$ cat src/rtl/saida_display.sv
// saida_display: binary-to-BCD output port driving eight 7-segment digits
// with a one-entry pending buffer, overflow flag and leading-zero blanking.
module saida_display #(
  parameter bit ATIVO_BAIXO = 1'b1
) (
  input  logic        clock,
  input  logic        reset_n,
  input  logic [31:0] dado,
  input  logic        escrita,
  output logic        pronto,
  output logic        ocupado,
  output logic [55:0] segmentos,
  output logic        estouro,
  output logic [31:0] valor_exibido
);

  typedef enum logic [1:0] {
    OCIOSO,
    CONVERTE,
    ATUALIZA
  } estado_t;

  localparam logic [6:0]  APAGADO = ATIVO_BAIXO ? 7'h7F : 7'h00;
  localparam logic [55:0] TUDO_APAGADO = {8{APAGADO}};

  estado_t     estado_q, estado_d;
  logic [31:0] bin_q, bin_d;
  logic [39:0] bcd_q, bcd_d;
  logic [4:0]  cnt_q, cnt_d;
  logic [31:0] orig_q, orig_d;
  logic [31:0] pend_q, pend_d;
  logic        pend_v_q, pend_v_d;
  logic [55:0] seg_q, seg_d;
  logic        est_q, est_d;
  logic [31:0] val_q, val_d;

  logic [39:0] bcd_aj;
  logic [55:0] seg_novo;
  logic        est_novo;
  logic [7:0]  visivel;
  logic        carrega;
  logic [31:0] fonte;

  function automatic logic [6:0] codifica(input logic [3:0] d);
    logic [6:0] p;
    unique case (d)
      4'd0:    p = 7'b1000000;
      4'd1:    p = 7'b1111001;
      4'd2:    p = 7'b0100100;
      4'd3:    p = 7'b0110000;
      4'd4:    p = 7'b0011001;
      4'd5:    p = 7'b0010010;
      4'd6:    p = 7'b0000010;
      4'd7:    p = 7'b1111000;
      4'd8:    p = 7'b0000000;
      4'd9:    p = 7'b0010000;
      default: p = 7'b1111111;
    endcase
    return ATIVO_BAIXO ? p : ~p;
  endfunction

  always_comb begin
    for (int i = 0; i < 10; i++) begin
      bcd_aj[4*i +: 4] = (bcd_q[4*i +: 4] >= 4'd5) ?
        bcd_q[4*i +: 4] + 4'd3 : bcd_q[4*i +: 4];
    end
  end

  // Overflow shows all eight digits; otherwise blank above the top nonzero one
  always_comb begin
    est_novo   = |bcd_q[39:32];
    visivel    = '0;
    visivel[7] = est_novo | (|bcd_q[31:28]);
    for (int i = 6; i >= 1; i--) begin
      visivel[i] = visivel[i+1] | (|bcd_q[4*i +: 4]);
    end
    visivel[0] = 1'b1;
    seg_novo   = '0;
    for (int i = 0; i < 8; i++) begin
      seg_novo[7*i +: 7] = visivel[i] ?
        codifica(bcd_q[4*i +: 4]) : APAGADO;
    end
  end

  always_comb begin
    estado_d = estado_q;
    bin_d    = bin_q;
    bcd_d    = bcd_q;
    cnt_d    = cnt_q;
    orig_d   = orig_q;
    pend_d   = pend_q;
    pend_v_d = pend_v_q;
    seg_d    = seg_q;
    est_d    = est_q;
    val_d    = val_q;
    carrega  = 1'b0;
    fonte    = dado;
    unique case (estado_q)
      OCIOSO: begin
        carrega = escrita;
      end
      CONVERTE: begin
        {bcd_d, bin_d} = {bcd_aj, bin_q} << 1;
        cnt_d = cnt_q + 5'd1;
        if (cnt_q == 5'd31) estado_d = ATUALIZA;
        if (escrita) begin
          pend_d   = dado;
          pend_v_d = 1'b1;
        end
      end
      ATUALIZA: begin
        seg_d = seg_novo;
        est_d = est_novo;
        val_d = orig_q;
        if (pend_v_q) begin
          carrega = 1'b1;
          fonte   = pend_q;
          if (escrita) pend_d = dado;
          else pend_v_d = 1'b0;
        end else if (escrita) begin
          carrega = 1'b1;
        end else begin
          estado_d = OCIOSO;
        end
      end
      default: estado_d = OCIOSO;
    endcase
    if (carrega) begin
      bin_d    = fonte;
      orig_d   = fonte;
      bcd_d    = '0;
      cnt_d    = '0;
      estado_d = CONVERTE;
    end
  end

  always_ff @(posedge clock or negedge reset_n) begin
    if (!reset_n) begin
      estado_q <= OCIOSO;
      bin_q    <= '0;
      bcd_q    <= '0;
      cnt_q    <= '0;
      orig_q   <= '0;
      pend_q   <= '0;
      pend_v_q <= 1'b0;
      seg_q    <= TUDO_APAGADO;
      est_q    <= 1'b0;
      val_q    <= '0;
    end else begin
      estado_q <= estado_d;
      bin_q    <= bin_d;
      bcd_q    <= bcd_d;
      cnt_q    <= cnt_d;
      orig_q   <= orig_d;
      pend_q   <= pend_d;
      pend_v_q <= pend_v_d;
      seg_q    <= seg_d;
      est_q    <= est_d;
      val_q    <= val_d;
    end
  end

  assign pronto        = !pend_v_q;
  assign ocupado       = (estado_q != OCIOSO) | pend_v_q;
  assign segmentos     = seg_q;
  assign estouro       = est_q;
  assign valor_exibido = val_q;

endmodule
$ cat config.mk
export PLATFORM = sky130hd
export DESIGN_NAME = saida_display
export DESIGN_NICKNAME = d
export VERILOG_FILES = /design/src/rtl/saida_display.sv
export SDC_FILE = /design/constraint.sdc
export NUM_CORES = 1
export LEC_CHECK = 0
export BUFFER_PORTS_ARGS = -buffer_cell sky130_fd_sc_hd__buf_2
export CAP_MARGIN = 30
export CORE_ASPECT_RATIO = 0.5
export CORE_MARGIN = 4
export CORE_UTILIZATION = 45
export CTS_CLUSTER_SIZE = 12
export DETAILED_ROUTE_END_ITERATION = 12
export PLACE_DENSITY_LB_ADDON = 0.08
export SYNTH_ARGS = -nofsm -noshare
export SYNTH_HDL_FRONTEND = slang
export SYNTH_SLANG_ARGS = --single-unit
$ cat constraint.sdc
create_clock -name clock -period 4.17 [get_ports clock]
set_input_delay 0.2085 -clock clock [delete_from_list [all_inputs] [get_ports clock]]
set_output_delay 0.2085 -clock clock [all_outputs]
set_load 0.01 [all_outputs]
# Yosys cells after proc, flatten, opt, wreduce, memory -nomap -nowiden
# Memory sizes are Yosys's and may differ from the RTL's. A register that Yosys moved wholly into a read port is not among the register bits.
# Index checks and enable logic that the tools add are counted.
[classes] bitwise=8 order_cmp=10 n_reduce_logical=17 addsub=11 mux=39 n_eq_ne=9
[ops] op="$mux 32" count=6
[ops] op="$mux 40" count=2
[ops] op="$pmux 32 s2" count=1
[ops] op="$mux 7" count=7
[ops] op="$ge 4x3->1 const B" count=10
[ops] op="$add 4x2->4 const B" count=9
[ops] op="$mux 4" count=9
[ops] op="$reduce_or 4->1" count=7
[ops] op="$mux 5" count=2
[ops] op="$ne 3x3->1 const B" count=3
[ops] op="$mux 2" count=4
[ops] op="$or 1x1->1" count=8
[ops] op="$reduce_or 8->1" count=1
[ops] op="$ne 2x2->1 const B" count=3
[ops] op="$pmux 2 s3" count=1
[ops] op="$reduce_bool 2->1" count=3
[ops] op="$add 5x1->5 const B" count=1
[ops] op="$eq 5x5->1 const B" count=1
[ops] op="$mux 1" count=4
[ops] op="$pmux 1 s2" count=2
[ops] op="$reduce_and 2->1" count=2
[ops] op="$reduce_and 4->1" count=1
[ops] op="$add 3x2->3 const B" count=1
[ops] op="$mux 3" count=1
[ops] op="other kinds (4)" count=5
[word_totals] rom_bits=896 wordCells=112 inputBits=35 register_bits=233 n_memories=8
[mem_list] memory="(no name shown)" words=16 word_bits=7 read_ports=1 rd_ports_with_merged_regs=1 write_ports=0 line_no="46" rtl="unique case (d)"
[mem_list] memory="(no name shown)" words=16 word_bits=7 read_ports=1 rd_ports_with_merged_regs=0 write_ports=0 line_no="46"
[mem_list] memory="(no name shown)" words=16 word_bits=7 read_ports=1 rd_ports_with_merged_regs=0 write_ports=0 line_no="46"
[mem_list] memory="(no name shown)" words=16 word_bits=7 read_ports=1 rd_ports_with_merged_regs=0 write_ports=0 line_no="46"
[mem_list] memory="(no name shown)" words=16 word_bits=7 read_ports=1 rd_ports_with_merged_regs=0 write_ports=0 line_no="46"
[mem_list] memory="(no name shown)" words=16 word_bits=7 read_ports=1 rd_ports_with_merged_regs=0 write_ports=0 line_no="46"
[mem_list] memory="2 more memories"

# Longest topological paths before layout
[logic_depth] word_depth=9 depth_mapped=8 depth_no_buf=7

# Worst setup path before layout
# No wires, ideal clock.
[synth_timing] kind="register -> register" start="reg bcd_q[28]" end="reg seg_q[20], in the netlist segmentos[20]" arrival_ns=2.028 required_ns=4.096 path_stages_with_launch=8 path_slack_ns=2.068 setup_time_ns=0.074 cell_sequence="dfrtp_1 inv_1 ha_1 or3b_4 nand2b_4 or4_4 buf_6 a31oi_4"
[synth_between] elab_chain_len=8
[synth_rtl] item="start, declared" line_no="28" rtl="logic [39:0] bcd_q, bcd_d;"
[synth_rtl] item="start signal, assigned" line_no="141" rtl="bcd_q <= '0;"
[synth_rtl] item="start signal, assigned" line_no="152" rtl="bcd_q <= bcd_d;"
[synth_rtl] item="$reduce_or 4->1" line_no="73" rtl="visivel[7] = est_novo | (|bcd_q[31:28]);"
[synth_rtl] item="$or 1x1->1" line_no="73"
[synth_rtl] item="$or 1x1->1 (5 in series)" line_no="75" rtl="visivel[i] = visivel[i+1] | (|bcd_q[4*i +: 4]);"
[synth_rtl] item="$mux 7" line_no="80" rtl="seg_novo[7*i +: 7] = visivel[i] ?"
[synth_rtl] item="end signal, assigned" line_no="157" rtl="seg_q <= seg_d;"
[synth_rtl] item="end, declared" line_no="33" rtl="logic [55:0] seg_q, seg_d;"
# No other way between the ends.
# A chain may end at the register's enable or synchronous reset.

# Worst setup path after layout
[layout_timing] start="reg estado_q[1]" end="reg bcd_q[25]"
[layout_between] elab_chain_len=3 word_cells_on_any_way=6
[layout_rtl] item="start, declared" line_no="26" rtl="estado_t estado_q, estado_d;"
[layout_rtl] item="start signal, assigned" line_no="150" rtl="estado_q <= estado_d;"
[layout_rtl] item="$eq 2x2->1 or $logic_not 2->1 (tied branches)" line_no="98" rtl="unique case (estado_q)"
[layout_rtl] item="$pmux 1 s2" line_no="98"
[layout_rtl] item="$mux 40 or $reduce_bool 2->1 (tied branches)"
# Parallel ways exist; a longest one is shown, timed or not.

==> impl_results.md <==
* Post-route clock period utilization at 58.2%
* Async set or reset register ratio after synthesis at 100%
* Number of synthesized flops with an enable pin at 0
* Mapped cell area at between 10000 and 15000 µm²
* WS Path Type: reg2reg
* Via-to-Cell Ratio at about 5.4
* Top_reg_cell synth: dfrtp_1
* Area growth syn-to-layout at 16.9%
* Worst-path fanout max at 85
* Max cap viols at 0
* Final net count at approximately 1400
* Total power divided by cell area at 716 nW/µm²
* Routed Antenna Nets at 0
* Total global-route track usage at 19.8%
* Final hold violations at 0
* RSZ-0062 raised after global routing: false
* # diodes at 0
* Die Width at about 230 µm
* Leakage at ~6.5 nW
* Synthesized instance count at 1204
* Worst EP arrival at around 2.9 ns
* Port Buffers at between 100 and 150
* Largest net degree at the start of global routing at 118
* Die Height at 121 µm
* CTS Buf Count at 23
* Fmax at 0.412 GHz
* Sink Count at around 230
* Share of cells above drive strength 1 at between 10% and 20%
* Worst-path clk slew at around 0.07 ns
* Clock Latency Late Sink at 0.53 ns
* Relative slew slack at 36.3%
* Initial Utilization at around 47%
* Tightest Pin Transition at 0.956 ns
* Initial DRC Count at 616
* Final hold slack at 0.342 ns
* FP Rows at 40
* CP Launch Type: register
* DP HPWL at 18.0 mm
* CP Data Required Time at 4.59 ns
* Endpoint type of the worst setup path: register
* CTS tree: done
* Clk root buf: clkbuf_16
* H-tree depth reported by CTS at 1
* Outcome: completed
* DRC at 0
* First-pass GRT wire length at 46.6 mm
* Vias in the first global route at 9099
* Tmin final at between 2 and 2.5 ns
* Final setup TNS at 0 ns
* Final setup skew at 0.0121 ns
* Peak supply drop at 0.250 mV
* WL/cell at approximately 17 µm
* Synth Register Bits at approximately 230
* Filler cell count at 2229
* Pre-antenna DRT Iters at 5
* Worst min path class: in2async
* Final setup vio count at 0
* Avg Synthesized Cell Area at 9.51 µm²
* Post-synthesis sequential area ratio at 51.5%
* Ys Warns at 0
* Initial antenna violation count at 0
* Vias at 9107
* Drt total wl at 27.9 mm
* Cell count after placement at 1598
* Max Buffers Root-to-Sink at 3
* Fin util at 54.6%
* Setup ws final at 1.74 ns
* Net Count, Synth at about 1300
* Cts repair resizes at 0
* Grt ovf at 0
* Num ports at around 130
* Die area at ~28000 µm²
* Non-Filler Instances at 1674
* Final Max Slew Viols at 0
* Pre-CTS setup slack at 1.75 ns
* Core Region at 24500 µm²
* Post-synthesis cell type count at 57
* Gpl congestion at 0.876
-- layer usage --
| metal | global-route usage, % | routed length, µm | up-vias |
|---|---|---|---|
| met3 | 3.04 | 1110 | 31 |
| met2 | 33.9 | 13300 | 176 |
| met5 | 0 | 0 | - |
| met1 | 27.3 | 13100 | 4513 |
| met4 | 3.26 | 423 | 0 |
| li1 | - | - | 4387 |
-- report_power, final --
part           switching, mW  internal, mW
clock network          0.886          1.06
logic                   2.02          1.59
registers              0.782          3.25
total                   3.69          5.90
-- layout make-up --
class	count	area, µm²	share of cell area [%]
clock buffer	40	649	4.85
clock inverter	1	20.0	0.149
inverter	41	154	1.15
multi-input combinational	849	5110	38.2
sequential	233	5900	44.1
tap	336	420	3.14
timing repair buffer	174	1140	8.48
-- per-stage QoR --
stage / instance area, µm² / power (mW)
final: 13400 / 9.59
after global routing: 13400 / 10.4
after CTS: 13400 / 9.67
after detailed placement: 12400 / 7.66
after global placement: 12300 / 7.52
after floorplan: 11500 / 6.61
-- cell families after synthesis --
| logic type | share of synthesized area (%) |
|---|---|
| buf+inv | 4.19 |
| xor+xnor | 0.994 |
| compound gates | 14.4 |
| flops | 51.5 |
| mux | 4.58 |
| simple gates | 18.7 |
| fa+ha+maj | 5.57 |
-- synthesized netlist by cell type (all sizes together), types with 3 or more instances --
| cell | number | share of area [%] |
|---|---|---|
| dfrtp | 177 | 39 |
| a211oi | 3 | 0.20 |
| a21oi | 72 | 3.1 |
| nor3 | 5 | 0.22 |
| xnor2 | 10 | 0.76 |
| inv | 41 | 1.3 |
| or2 | 4 | 0.22 |
| o311ai | 3 | 0.30 |
| xor2 | 3 | 0.23 |
| mux2 | 35 | 3.4 |
| nor2 | 65 | 2.1 |
| o21ai | 64 | 2.8 |
| nor2b | 8 | 0.44 |
| o21a | 3 | 0.20 |
| a31oi | 44 | 2.8 |
| o22a | 24 | 1.8 |
| nand2b | 17 | 0.99 |
| and2 | 5 | 0.27 |
| nand3 | 66 | 2.9 |
| and3 | 36 | 2.0 |
| nand2 | 249 | 8.2 |
| nor3b | 11 | 0.76 |
| dfstp | 56 | 13 |
| o211ai | 3 | 0.20 |
| mux2i | 13 | 1.1 |
| o31ai | 8 | 0.52 |
| buf | 18 | 0.79 |
| ha | 51 | 5.6 |
| o22ai | 25 | 1.4 |
| a22o | 4 | 0.31 |
| clkbuf | 63 | 2.1 |
-- worst max-delay path: stages, from the launching register on --
cell and delay (ns):
dfrtp_1 0.47, nand2b_4 0.79, nand2_1 0.63, o22ai_1 0.38
-- repair_timing --
item                                   4_1_cts  5_1_grt
endpoints found under the hold margin      171        0
hold buffers                                34        0
buffers inserted                             0        0
setup endpoints to repair                    0        0
-- sequential cells by signal (all words and copies together), names as in the netlist --
| signal | flops |
|---|---|
| valor_exibido | 32 |
| orig_q | 32 |
| segmentos | 56 |
| cnt_q | 5 |
| pend_v_q | 1 |
| bcd_q | 40 |
| estouro | 1 |
| bin_q | 32 |
| estado_q | 2 |
| pend_q | 32 |
-- placed cells by master (no fill, tap or decap), drive strengths merged, types with 5 or more instances in the layout --
master / instances
nor2: 65
dfrtp: 177
dfstp: 56
o31ai: 8
dlygate4sd3: 34
xnor2: 10
nor3: 5
and2: 5
o21ai: 64
ha: 51
and3: 36
nor3b: 11
clkbuf: 40
nand3: 66
nor2b: 8
a31oi: 44
o22ai: 25
inv: 42
nand2b: 17
a21oi: 72
nand2: 249
mux2i: 13
buf: 140
o22a: 24
mux2: 35
-- path summary, 6_finish.rpt --
kind | startpoint | end | cells after the start | slack [ns]
max | estado_q[1]$_DFFE_PN0P_ | bcd_q[25]$_DFFE_PN0P_ | 3 | 1.74
max in group asynchronous | reset_n | segmentos[51]$_DFFE_PN1N_ | 3 | 2.77
min in group clock | dado[16] | pend_q[16]$_DFFE_PN0P_ | 3 | 0.44
max reg2reg | estado_q[1]$_DFFE_PN0P_ | bcd_q[25]$_DFFE_PN0P_ | 3 | 1.74
min | reset_n | bcd_q[20]$_DFFE_PN0P_ | 2 | 0.34
min reg2reg | orig_q[28]$_DFFE_PN0P_ | valor_exibido[28]$_DFFE_PN0N_ | 2 | 0.47
(Power assumes the default switching activity.)
